<file path="src/rtl/minterm_sweep_lut_if.sv">
// Bus bundle for minterm_sweep_lut: LUT configuration, point evaluation and sweep reporting.
// The dump stream signals exist only when MINTERM_SWEEP_DUMP_EN is defined.
interface minterm_sweep_lut_if #(
  parameter int N_IN = 4
);
  localparam int DEPTH = 1 << N_IN;

  logic              cfg_we;
  logic [N_IN-1:0]   cfg_addr;
  logic              cfg_data;
  logic              cfg_clear;
  logic              eval_valid;
  logic [N_IN-1:0]   eval_in;
  logic              eval_ready;
  logic              res_valid;
  logic              res_out;
  logic              sweep_start;
  logic              sweep_busy;
  logic              sweep_done;
  logic [N_IN:0]     minterm_count;
  logic [DEPTH-1:0]  sweep_vec;
`ifdef MINTERM_SWEEP_DUMP_EN
  logic              dump_valid;
  logic [N_IN-1:0]   dump_idx;
  logic              dump_bit;
`endif

  modport master (
    output cfg_we, cfg_addr, cfg_data, cfg_clear,
    output eval_valid, eval_in, sweep_start,
    input  eval_ready, res_valid, res_out,
    input  sweep_busy, sweep_done, minterm_count, sweep_vec
`ifdef MINTERM_SWEEP_DUMP_EN
    , input dump_valid, dump_idx, dump_bit
`endif
  );

  modport slave (
    input  cfg_we, cfg_addr, cfg_data, cfg_clear,
    input  eval_valid, eval_in, sweep_start,
    output eval_ready, res_valid, res_out,
    output sweep_busy, sweep_done, minterm_count, sweep_vec
`ifdef MINTERM_SWEEP_DUMP_EN
    , output dump_valid, dump_idx, dump_bit
`endif
  );
endinterface

</file>
<file path="src/rtl/minterm_sweep_lut.sv">
// Programmable sum-of-minterms evaluator: writable truth table, 1-cycle point evaluation,
// and a sweep engine reporting minterm count and function vector. MINTERM_SWEEP_DUMP_EN adds a truth-table stream.
module minterm_sweep_lut #(
  parameter int N_IN = 4
) (
  input  logic                 clk,
  input  logic                 rst_n,
  minterm_sweep_lut_if.slave   bus
);
  localparam int DEPTH = 1 << N_IN;
  localparam logic [N_IN-1:0] IDX_LAST = N_IN'(DEPTH - 1);

  localparam logic [1:0] ST_IDLE  = 2'd0;
  localparam logic [1:0] ST_SWEEP = 2'd1;
  localparam logic [1:0] ST_DONE  = 2'd2;

  logic [1:0]       state_q, state_d;
  logic [DEPTH-1:0] lut_q, lut_d;
  logic [N_IN-1:0]  idx_q, idx_d;
  logic [N_IN:0]    cnt_acc_q, cnt_acc_d;
  logic [DEPTH-1:0] vec_acc_q, vec_acc_d;
  logic [N_IN:0]    count_q, count_d;
  logic [DEPTH-1:0] vec_q, vec_d;
  logic             res_valid_q, res_valid_d;
  logic             res_out_q, res_out_d;
  logic             lut_bit;
  logic             in_idle;
  logic             eval_ready;
  logic             eval_accept;

  assign in_idle     = (state_q == ST_IDLE);
  assign lut_bit     = lut_q[idx_q];
  // Held low during reset so the handshake only opens once the block is live.
  assign eval_ready  = rst_n & in_idle & ~bus.sweep_start;
  assign eval_accept = bus.eval_valid & eval_ready;

  always_comb begin
    state_d     = state_q;
    idx_d       = idx_q;
    cnt_acc_d   = cnt_acc_q;
    vec_acc_d   = vec_acc_q;
    count_d     = count_q;
    vec_d       = vec_q;
    lut_d       = lut_q;
    res_valid_d = eval_accept;
    res_out_d   = eval_accept ? lut_q[bus.eval_in] : res_out_q;

    case (state_q)
      ST_IDLE: begin
        if (bus.sweep_start) begin
          state_d   = ST_SWEEP;
          idx_d     = '0;
          cnt_acc_d = '0;
          vec_acc_d = '0;
        end
      end
      ST_SWEEP: begin
        vec_acc_d[idx_q] = lut_bit;
        cnt_acc_d        = cnt_acc_q + {{N_IN{1'b0}}, lut_bit};
        idx_d            = idx_q + 1'b1;
        // Results are published on the final read so they are stable while sweep_done pulses.
        if (idx_q == IDX_LAST) begin
          state_d = ST_DONE;
          count_d = cnt_acc_d;
          vec_d   = vec_acc_d;
        end
      end
      ST_DONE:  state_d = ST_IDLE;
      default:  state_d = ST_IDLE;
    endcase

    if (in_idle) begin
      if (bus.cfg_clear)   lut_d = '0;
      else if (bus.cfg_we) lut_d[bus.cfg_addr] = bus.cfg_data;
    end
  end

  always_ff @(posedge clk) begin
    if (!rst_n) begin
      state_q     <= ST_IDLE;
      lut_q       <= '0;
      idx_q       <= '0;
      cnt_acc_q   <= '0;
      vec_acc_q   <= '0;
      count_q     <= '0;
      vec_q       <= '0;
      res_valid_q <= 1'b0;
      res_out_q   <= 1'b0;
    end else begin
      state_q     <= state_d;
      lut_q       <= lut_d;
      idx_q       <= idx_d;
      cnt_acc_q   <= cnt_acc_d;
      vec_acc_q   <= vec_acc_d;
      count_q     <= count_d;
      vec_q       <= vec_d;
      res_valid_q <= res_valid_d;
      res_out_q   <= res_out_d;
    end
  end

  assign bus.eval_ready    = eval_ready;
  assign bus.res_valid     = res_valid_q;
  assign bus.res_out       = res_out_q;
  assign bus.sweep_busy    = (state_q == ST_SWEEP) | (state_q == ST_DONE);
  assign bus.sweep_done    = (state_q == ST_DONE);
  assign bus.minterm_count = count_q;
  assign bus.sweep_vec     = vec_q;

`ifdef MINTERM_SWEEP_DUMP_EN
  logic            dump_valid_q;
  logic [N_IN-1:0] dump_idx_q;
  logic            dump_bit_q;

  always_ff @(posedge clk) begin
    if (!rst_n) begin
      dump_valid_q <= 1'b0;
      dump_idx_q   <= '0;
      dump_bit_q   <= 1'b0;
    end else begin
      dump_valid_q <= (state_q == ST_SWEEP);
      dump_idx_q   <= idx_q;
      dump_bit_q   <= lut_bit;
    end
  end

  assign bus.dump_valid = dump_valid_q;
  assign bus.dump_idx   = dump_idx_q;
  assign bus.dump_bit   = dump_bit_q;
`endif
endmodule

</file>
<file path="src/flat_wrapper.sv">
// flat-port wrapper written by rule: the top's interface ports become plain ports
module minterm_sweep_lut_flat 
#(
  parameter int N_IN = 4
)
  (clk, rst_n, bus_cfg_we, bus_cfg_addr, bus_cfg_data, bus_cfg_clear, bus_eval_valid, bus_eval_in, bus_sweep_start, bus_eval_ready, bus_res_valid, bus_res_out, bus_sweep_busy, bus_sweep_done, bus_minterm_count, bus_sweep_vec);
  minterm_sweep_lut_if #(.N_IN(N_IN)) bus_i ();
  input  logic clk;
  input  logic rst_n;
  input wire logic [$bits(bus_i.cfg_we)-1:0] bus_cfg_we;
  input wire logic [$bits(bus_i.cfg_addr)-1:0] bus_cfg_addr;
  input wire logic [$bits(bus_i.cfg_data)-1:0] bus_cfg_data;
  input wire logic [$bits(bus_i.cfg_clear)-1:0] bus_cfg_clear;
  input wire logic [$bits(bus_i.eval_valid)-1:0] bus_eval_valid;
  input wire logic [$bits(bus_i.eval_in)-1:0] bus_eval_in;
  input wire logic [$bits(bus_i.sweep_start)-1:0] bus_sweep_start;
  output wire logic [$bits(bus_i.eval_ready)-1:0] bus_eval_ready;
  output wire logic [$bits(bus_i.res_valid)-1:0] bus_res_valid;
  output wire logic [$bits(bus_i.res_out)-1:0] bus_res_out;
  output wire logic [$bits(bus_i.sweep_busy)-1:0] bus_sweep_busy;
  output wire logic [$bits(bus_i.sweep_done)-1:0] bus_sweep_done;
  output wire logic [$bits(bus_i.minterm_count)-1:0] bus_minterm_count;
  output wire logic [$bits(bus_i.sweep_vec)-1:0] bus_sweep_vec;
  assign bus_i.cfg_we = bus_cfg_we;
  assign bus_i.cfg_addr = bus_cfg_addr;
  assign bus_i.cfg_data = bus_cfg_data;
  assign bus_i.cfg_clear = bus_cfg_clear;
  assign bus_i.eval_valid = bus_eval_valid;
  assign bus_i.eval_in = bus_eval_in;
  assign bus_i.sweep_start = bus_sweep_start;
  assign bus_eval_ready = bus_i.eval_ready;
  assign bus_res_valid = bus_i.res_valid;
  assign bus_res_out = bus_i.res_out;
  assign bus_sweep_busy = bus_i.sweep_busy;
  assign bus_sweep_done = bus_i.sweep_done;
  assign bus_minterm_count = bus_i.minterm_count;
  assign bus_sweep_vec = bus_i.sweep_vec;
  minterm_sweep_lut #(.N_IN(N_IN)) u_core (.clk(clk), .rst_n(rst_n), .bus(bus_i));
endmodule
</file>
<file path="config.mk">
export PLATFORM = sky130hd
export DESIGN_NAME = minterm_sweep_lut_flat
export DESIGN_NICKNAME = d
export VERILOG_FILES = /design/src/rtl/minterm_sweep_lut_if.sv /design/src/rtl/minterm_sweep_lut.sv /design/src/flat_wrapper.sv
export SDC_FILE = /design/constraint.sdc
export NUM_CORES = 1
export LEC_CHECK = 0
export CAP_MARGIN = 20
export CORE_MARGIN = 2
export CORE_UTILIZATION = 55
export CTS_CLUSTER_DIAMETER = 120
export CTS_CLUSTER_SIZE = 12
export DETAILED_ROUTE_END_ITERATION = 8
export GPL_ROUTABILITY_DRIVEN = 0
export PLACE_DENSITY = 0.78
export SETUP_SLACK_MARGIN = 0.15
export SYNTH_ARGS = -nofsm -noshare
export SYNTH_HDL_FRONTEND = slang
export SYNTH_SLANG_ARGS = --single-unit
</file>
<file path="constraint.sdc">
create_clock -name clk -period 3.6 [get_ports clk]
set_input_delay 0.9 -clock clk [delete_from_list [all_inputs] [get_ports clk]]
set_output_delay 0.9 -clock clk [all_outputs]
set_load 0.03 [all_outputs]
</file>
Word-level counts from Yosys, hierarchy flattened
Cells that the tools add are included.
- input bits: 15
- bits in latches: 0
- output and inout bits: 26
- logic and storage cells: 56
- memory bits (read-only): 0
- memories kept: 0
- flip-flop bits (word level): 66
- bits in writable memories: 0
- add/subtract/negate cells: 2
- multiply operators: 0
- equal/unequal tests: 5
- reductions and logical operators: 9
- $lt $le $gt $ge: 5
- bitwise operators: 5
- muxes and demuxes: 21
- div/mod/pow operators: 0
- shifts and indexed selects: 0
- operator list (kind ; number):
    $mux 16 ; 3
    $bwmux 16 ; 2
    $pmux 16 s2 ; 1
    $lt 4x5->1 const B ; 3
    $pmux 5 s2 ; 1
    $bmux 1 s4 ; 2
    $demux 1 s4 ; 2
    $ge 4x1->1 const B ; 2
    $pmux 4 s2 ; 1
    $reduce_and 2->1 ; 4
    $add 5x1->5 ; 1
    $mux 5 ; 1
    $add 4x1->4 const B ; 1
    $eq 4x4->1 const B ; 1
    $mux 1 ; 4
    $mux 2 ; 2
    $mux 4 ; 1
    $pmux 2 s2 ; 1
    $reduce_bool 2->1 ; 2
    $and 1x1->1 ; 3
    $eq 2x1->1 const B ; 1
    $eq 2x2->1 const B ; 1
    $logic_and 1x1->1 ; 2
    $logic_not 2->1 ; 1
    other kinds (4) ; 4

Longest topological paths before layout
- word-level depth: 7
- mapped depth: 11
- depth with buffers taken out: 10

Worst setup path after synthesis
No wires, ideal clock.
- path type: input port to output port
- start: input rst_n
- end: output bus_eval_ready
- stages on the path: 3
- required time: 2700 ps
- path buffers: 2
- slack: 1058 ps
- arrival time: 1642 ps
- cells stage by stage: clkbuf_1 clkbuf_1 and2_1
- word-level cells in the longest chain between the ends: 2
- RTL lines (what ; RTL line ; source):
    start: declaration ; flat_wrapper.sv:9 ; input logic rst_n;
    $and 1x1->1 (2 in series) ; minterm_sweep_lut.sv:34 ; assign eval_ready = rst_n & in_idle & ~bus.sweep_start;
    end: declaration ; flat_wrapper.sv:17 ; output wire logic [$bits(bus_i.eval_ready)-1:0] bus_eval_ready;
Every way passes these cells.

Final worst setup path
- start: input bus_sweep_start
- end: output bus_eval_ready
- word-level cells in the longest chain between the ends: 2
- RTL lines (what ; RTL line ; source):
    start: declaration ; flat_wrapper.sv:16 ; input wire logic [$bits(bus_i.sweep_start)-1:0] bus_sweep_start;
    $not 1->1 ; minterm_sweep_lut.sv:34 ;
    $and 1x1->1 ; minterm_sweep_lut.sv:34 ;
Every way passes these cells.

==> impl.org <==
** Outcome
- Run status :: complete, no violations

** Logic synthesis
- Flip-flop and latch count after synthesis :: 65
- In this run the mean area of a mapped cell was between 8 and 9 sq um.
- For this run, the number of Yosys warnings is 0.
- Measured against the total synthesized area, the mux share comes to 0.0825.
- Synth Net Count :: approximately 420
- Synthesized-area fraction occupied by xor and xnor cells :: 0.00780
- The fraction of the mapped netlist area in compound gates came to 0.230.
- Number of enable flip-flop cells after synthesis :: 0
- Combinational family with the most area after synthesis :: compound AO/OA/AOI/OAI gates
- The netlist uses 36 different library cells.
- Share of synthesized cell area in full adder, half adder and majority cells :: 0.0334
- The share of the Yosys chip area taken by registers is 0.386.
- Post-synthesis cell area :: 3370 sq um
- After technology mapping, the gate count stands at 394.
- Share of flip-flops with an asynchronous set or reset :: 0
- Post-Synth Simple-Gate Area :: 0.204
- Synth Flop Type :: sky130_fd_sc_hd__dfxtp_1

** Clock network
- Number of gates resized after CTS :: 0
- In this run the deepest clock path goes through 2 buffers.
- Counting the buffers created by CTS gives 9.
- Postcts setup bufs :: 0
- Root Buffer Master :: sky130_fd_sc_hd__clkbuf_8
- The clock reaches the later pin of the worst-skew pair after 0.34 ns.
- Sinks on Clock Net :: 65
- The H-tree was split into 3 levels.
- TritonCTS clock tree :: yes
- CTS Hold Buffers Added :: 0
- Clock-pin transition on the worst setup and hold timing paths :: 0.07 ns

** Global route
- Global-route met3 utilization :: 0.0402
- The number of antenna violations at the first check in global routing was 0.
- For this run, the total global-route usage over all layers was measured as 0.235.
- met2 is the most crowded layer.
- Gr ovfl total :: 0
- Global-route wire length before repair :: 12.3 mm
- The via count of the first global-routing pass is approximately 2.7k.
- Pin count of the biggest net entering global routing :: 66
- GR Layer Usage met2 :: 0.401
- For this run, global-route usage on met1 was measured as 0.287.

** Detailed routing
- After the first detailed-routing iteration, the DRC count stood at approximately 180.
- For this block, the via count after detailed routing is ~2.9k.
- Drt drc :: 0
- The detail route stage leaves a number of antenna-violating nets equal to 0.
- Dividing the detail-routed via count by the number of cells gives about 6.
- Dividing the detail-routed wire length by the instance count gives around 15 um.
- Total Routed Length :: 7.34 mm
- Before antenna repair, the detailed router went through 4 iterations.

** Worst hold path
- Min-Delay Path Class :: reg -> reg
- Worst min-delay path startpoint :: u_core.bus.sweep_vec[8]
- Hold worst-path end :: u_core.bus.sweep_vec[8]
- The worst hold path was traced through 2 stages.

** Floorplanning
- Number of top-level pins :: 41
- The floorplan step defined a die boundary enclosing between 6000 and 7000 sq um.
- The die is roughly 82 um tall.
- CORE AREA :: 5920 sq um
- The die is ~80 um wide.
- The initialized floorplan defines 28 standard-cell rows.
- The initial utilization of the core area, before any placement, comes to 0.569.

** Critical path
- Logic depth of the worst register-to-register path :: 10
- The setup path with the least slack is of type in -> out.
- Setup crit end kind :: output port
- Slack of the worst reg-to-reg path :: 0.74 ns
- Worst path required time :: ~2.7 ns
- Maximum net fanout on the critical path :: 7
- In this run the critical register-to-register path is launched from u_core.idx_q[0].
- Worst EP arrival :: approximately 2.1 ns
- End of the worst register-to-register path :: u_core.cnt_acc_q[4]
- Worst Setup Start Kind :: primary input

** Final layout
- Summing all multi-input logic gate instances after layout gives ~1900 sq um.
- Number of inserted diodes :: 0
- Ratio of cells with drive above 1 in the final layout :: 0.0709
- Filler cells :: about 500
- Most common cell after layout, fill and taps aside :: sky130_fd_sc_hd__dfxtp_1
- Sequential cell area :: 1300 sq um
- The final layout contains 443 nets.
- In the layout the commonest cells are sky130_fd_sc_hd__dfxtp_1, sky130_fd_sc_hd__nand2_1, sky130_fd_sc_hd__clkdlybuf4s50_1.
- Synth-to-Final Area Change :: 18.0%

** STA
- Transition time at the pin with the least slew margin :: 0.723 ns
- Endpoints failing hold :: 0
- Max frequency :: between 0.3 and 0.4 GHz
- Final hold analysis gives a worst-case slack of around 0.45 ns.
- Setup violation total in the final timing report :: 0
- Setup repair after global routing left no endpoint under its margin.
- The max-slew violation count is 0.
- Final TNS setup :: 0 ns
- Max transition margin :: 0.517
- Fin crit period :: slightly below 3 ns
- Of the available clock period, the critical path in the final layout requires 0.825.
- Worst Skew :: 0.00959 ns

** Power and ir drop
- Share of total power in combinational logic :: 0.104
- Net switching fraction of the power :: 0.244
- Sequential group share of total power :: 0.484
- The share of total power dissipated in the clock network is 0.412.
- The analysis attributes to net switching a power of around 370 uW.
- Internal power component :: about 1100 uW
- Power density relative to cell area :: 379 nW/um^2
- Worst vdd ir :: 0.240 mV
- For this design the static power due to leakage is ~0.0014 uW.

** Place
- Post-DP HPWL :: around 4.9 mm
- During placement, the flow inserted port buffers numbering 40.

** Run
- Max-cap violations in this run came to 0.
[Yosys cell counts (all sizes together), types with 4 or more instances]
| cell type | n | area (sq um) |
|---|---|---|
| nand3 | 13 | 65.1 |
| buf | 5 | 25.0 |
| o21ai | 28 | 140 |
| nor2 | 6 | 22.5 |
| and2 | 20 | 125 |
| inv | 16 | 60.1 |
| o22ai | 11 | 68.8 |
| nor2b | 16 | 100 |
| a21boi | 32 | 240 |
| nand2 | 53 | 199 |
| or3b | 4 | 35.0 |
| a21oi | 20 | 100 |
| nand3b | 9 | 67.6 |
| mux4 | 9 | 218 |
| clkbuf | 27 | 101 |
| a22oi | 7 | 52.6 |
| a31oi | 16 | 100 |
| dfxtp | 65 | 1300 |
| mux2i | 6 | 60.1 |
| ha | 9 | 113 |
[layer usage]
layer  wire length (um)  share of wire
met1               3210           0.44
met2               3670           0.50
met3                312          0.043
met4                140          0.019
met5                  0              0
[final cells by class]
cell class                 count  area share
timing repair buffer          46       0.111
sequential                    65       0.328
clock inverter                 3      0.0101
multi-input combinational    281       0.473
clock buffer                  12      0.0391
tap                           75      0.0236
inverter                      16      0.0151
[critical path: stages]
cell and delay (ns):
sky130_fd_sc_hd__clkdlybuf4s50_1 0.47, sky130_fd_sc_hd__nor2b_1 0.36, sky130_fd_sc_hd__and2_1 0.19, sky130_fd_sc_hd__buf_4 0.15
[metrics by stage]
step | instance area [sq um] | total power (uW) | cells | util | setup WS, ns
after floorplan | 3370 | 850 | 394 | - | 1.06
after global placement | 3780 | 897 | 483 | 0.638 | 0.654
after detailed placement | 3780 | 898 | 483 | 0.638 | 0.621
after CTS | 3970 | 1520 | 498 | 0.671 | 0.617
after global routing | 3970 | 1560 | 498 | 0.671 | 0.498
final | 3970 | 1510 | 498 | 0.671 | 0.631
[cells by family after synthesis]
logic type	after synthesis
adder cells (fa/ha/maj)	9
XOR/XNOR	3
buffers and inverters	48
flip-flops	65
multiplexers	15
AND/OR/NAND/NOR	132
AO/OA/AOI/OAI	122
[state kept, by name (all words and copies together) (netlist names)]
signal	cells
u_core.cnt_acc_q	5
u_core.idx_q	4
u_core.vec_acc_q	15
u_core.bus.res_valid	1
u_core.bus.res_out	1
u_core.bus.sweep_vec	16
u_core.bus.minterm_count	5
u_core.state_q	2
u_core.lut_q	16
[worst max-delay path by stage]
stage	start	endpoint	slack, ns	cells after the start
after global routing	u_core.idx_q[0]	u_core.cnt_acc_q[4]	0.50	10
after detailed placement	bus_sweep_start	bus_eval_ready	0.62	4
final	bus_sweep_start	bus_eval_ready	0.63	4
after global placement	bus_sweep_start	bus_eval_ready	0.65	4
after CTS	bus_sweep_start	bus_eval_ready	0.62	4
after floorplan	rst_n	bus_eval_ready	1.06	3
[power by group through the flow]
stage	clock network [uW]	registers [uW]	logic (uW)
after detailed placement	0	745	154
after floorplan	0	742	108
final	621	728	157
after global placement	0	744	153
after CTS	633	728	155
after global routing	656	729	170
(Power assumes the default switching activity.)
==> RTL change (config.mk and constraints unchanged) <==
`N_IN` is set to 4 in 3 places; all go to 6.
--- a/src/rtl/minterm_sweep_lut_if.sv
+++ b/src/rtl/minterm_sweep_lut_if.sv
@@ -1,7 +1,7 @@
 // Bus bundle for minterm_sweep_lut: LUT configuration, point evaluation and sweep reporting.
 // The dump stream signals exist only when MINTERM_SWEEP_DUMP_EN is defined.
 interface minterm_sweep_lut_if #(
-  parameter int N_IN = 4
+  parameter int N_IN = 6
 );
   localparam int DEPTH = 1 << N_IN;
 
--- a/src/rtl/minterm_sweep_lut.sv
+++ b/src/rtl/minterm_sweep_lut.sv
@@ -1,7 +1,7 @@
 // Programmable sum-of-minterms evaluator: writable truth table, 1-cycle point evaluation,
 // and a sweep engine reporting minterm count and function vector. MINTERM_SWEEP_DUMP_EN adds a truth-table stream.
 module minterm_sweep_lut #(
-  parameter int N_IN = 4
+  parameter int N_IN = 6
 ) (
   input  logic                 clk,
   input  logic                 rst_n,
--- a/src/flat_wrapper.sv
+++ b/src/flat_wrapper.sv
@@ -1,7 +1,7 @@
 // flat-port wrapper written by rule: the top's interface ports become plain ports
 module minterm_sweep_lut_flat 
 #(
-  parameter int N_IN = 4
+  parameter int N_IN = 6
 )
   (clk, rst_n, bus_cfg_we, bus_cfg_addr, bus_cfg_data, bus_cfg_clear, bus_eval_valid, bus_eval_in, bus_sweep_start, bus_eval_ready, bus_res_valid, bus_res_out, bus_sweep_busy, bus_sweep_done, bus_minterm_count, bus_sweep_vec);
   minterm_sweep_lut_if #(.N_IN(N_IN)) bus_i ();
Interface: changed (resized bus_cfg_addr, bus_eval_in, bus_minterm_count and bus_sweep_vec); port bits go from 41 to 95. The function was not compared with the original's and may differ.
==> RTL change against the unedited design <==
Register-to-register slack got worse by 0.26 ns. Critical endpoint unchanged. Design area rose to 3.1 times the old value. Worst setup slack worse by 0.33 ns. Synthesized area rose to 3.1 times the old value. Sequential cell count is 151 higher. Wire length grew to 3.9 times the old value. Power grew to 3.1 times the old value. Global-route usage rose by 5.0 points.
==> RTL change: results (changes against the unedited design) <==
clocking:
  cts_root_buf: "clkbuf_16"
  tritoncts: "done"
  clk_path_buf_depth: 3  # +1
  clock_latency_ns: 0.51  # +0.17 ns
  htree_num_levels: 1  # -2
  cts_made_buffers: 21  # +12
placed_design:
  pre_cts_slack_ns: 0.252  # -0.369 ns
  dp_cells: 1534  # +220%
  io_buffers: 94  # +140%
  hpwl_mm: 18.8  # +280%
critical_path:
  crit_fanout: 5  # -2
  arrival_ns: 2.40  # +0.33 ns
  critical_path.top_delay_family: "buffers and inverters"
  cp_slowest_stage_delay_ns: 0.68  # +0.21 ns
drt:
  vias_per_cell: 6.25  # +5.9%
  wl_per_cell_um: 18.6  # +26%
  drt_iter0_drc: 915  # +420%
  dr.pass1.iters: 5  # +1
  drc: 0  # unchanged
pwr:
  ir_worst_vdd_mv: 0.338  # +41%
  power.leakage_nw: 3.99  # +180%
global_routing:
  grt_pass1_wl_mm: 47.2  # +280%
  track_usage: 0.285  # +0.0502
  grt_pass1_vias: 9040  # +240%
  grt_max_degree: 106  # +61%
  antenna_found_initial: 0  # unchanged
min_path:
  hold_class: "register to register"
cells_and_area:
  layout.cells.non_filler: 1557  # +210%
  fillers: 1568  # +220%
  drive_above_1_share: 0.0779  # +0.00693
yosys:
  ys_types: 58  # +61%
  synth-seq-area-share: 0.409  # +0.0222
  yosysWarnings: 0  # unchanged
  synth_common_cells: "dfxtp_1 (216), o21ai_0 (145), nor2_1 (143)"
  avgSynthCellArea_um2: 8.17  # -4.4%
  netlist_top_cells_area: "dfxtp_1 (41%), o21ai_0 (6.9%), nor3b_1 (5.1%), nor2_1 (5.1%), nand2_1 (4.8%)"
  synth.net_count: 1320  # +220%
sta:
  timing.clock.skew_ns: 0.0109  # +0.00134 ns
  worst_pin_slew_ns: 0.898  # +0.174 ns
  drv_slew: 0  # unchanged
status:
  status: "complete, no violations"
-- RTL change: cell types whose count changed after synthesis, sizes merged, moves of 36 or more --
cell    delta
a21oi     +56
o21ai    +120
clkbuf    +78
dfxtp    +151
nor2     +137
nand2     +82
a21boi    +36
nor3b     +70
o31ai     +51
nor3      +64
-- RTL change: what timing repair did --
action                     in CTS  in global routing
setup endpoints to repair       0                  5
gates resized for setup         0                  5
buffers inserted                0                  1
-- RTL change: where the power goes --
part | switching, mW | internal (mW)
registers | 0.00433 | 2.39
logic | 0.237 | 0.124
clock network | 0.884 | 1.03
total | 1.13 | 3.55
-- RTL change: logic make-up after synthesis --
logic type	Yosys count	share of synthesized area
and+or+nand+nor	500	0.232
AOI/OAI and AO/OA	397	0.236
DFF	216	0.409
buffers and inverters	139	0.0552
muxes	29	0.0539
xor gates and xnor gates	8	0.00662
adders and majority gates	6	0.00709
-- RTL change: final timing paths --
path / from / to / slack (ns) / cells past startpoint
hold / removal: u_core.vec_acc_q[62]$_SDFFE_PN0P_ / u_core.vec_acc_q[62]$_SDFFE_PN0P_ / 0.45 / 2
hold reg to reg: u_core.vec_acc_q[62]$_SDFFE_PN0P_ / u_core.vec_acc_q[62]$_SDFFE_PN0P_ / 0.45 / 2
setup / recovery: bus_sweep_start / bus_eval_ready / 0.30 / 4
setup reg to reg: u_core.idx_q[2]$_SDFFE_PN0P_ / u_core.bus.minterm_count[6]$_SDFFE_PN0P_ / 0.48 / 14
-- RTL change: final cells by class --
type / instances / share of cell area
clock inverters: 1 / 0.000717
multi-input cells: 940 / 0.467
clock buffers: 21 / 0.0430
well taps: 234 / 0.0240
flip-flops and latches: 216 / 0.354
repair buffers: 137 / 0.108
inverters: 8 / 0.00246
-- RTL change: worst register-to-register path, cell delays in order, from the launching register on --
cell	delay, ns
dfxtp_2	0.43
buf_4	0.22
inv_1	0.07
buf_4	0.18
o21ai_0	0.08
a41o_1	0.31
o21ai_1	0.17
or3_4	0.43
ha_1	0.20
ha_1	0.22
and3_1	0.23
nand3_1	0.11
xnor2_1	0.14
nor2_1	0.06
nor3b_1	0.18
-- RTL change: per-layer routing --
layer  track usage  routed length, µm  up-vias
li1              -                  -     4663
met1         0.389              12400     4591
met2         0.465              13500      410
met3        0.0453               2290       62
met4        0.0902                763        0
met5             0                  0        -
-- RTL change: per-stage QoR --
stage                util  area, µm²  hold slack, ns  total power, mW
finish              0.651      12200           0.451             4.67
global route        0.651      12200           0.474             4.82
CTS                 0.650      12200           0.453             4.69
detailed placement  0.621      11700           0.440             2.81
global placement    0.621      11700           0.433             2.80
floorplan               -      10600           0.418             2.70
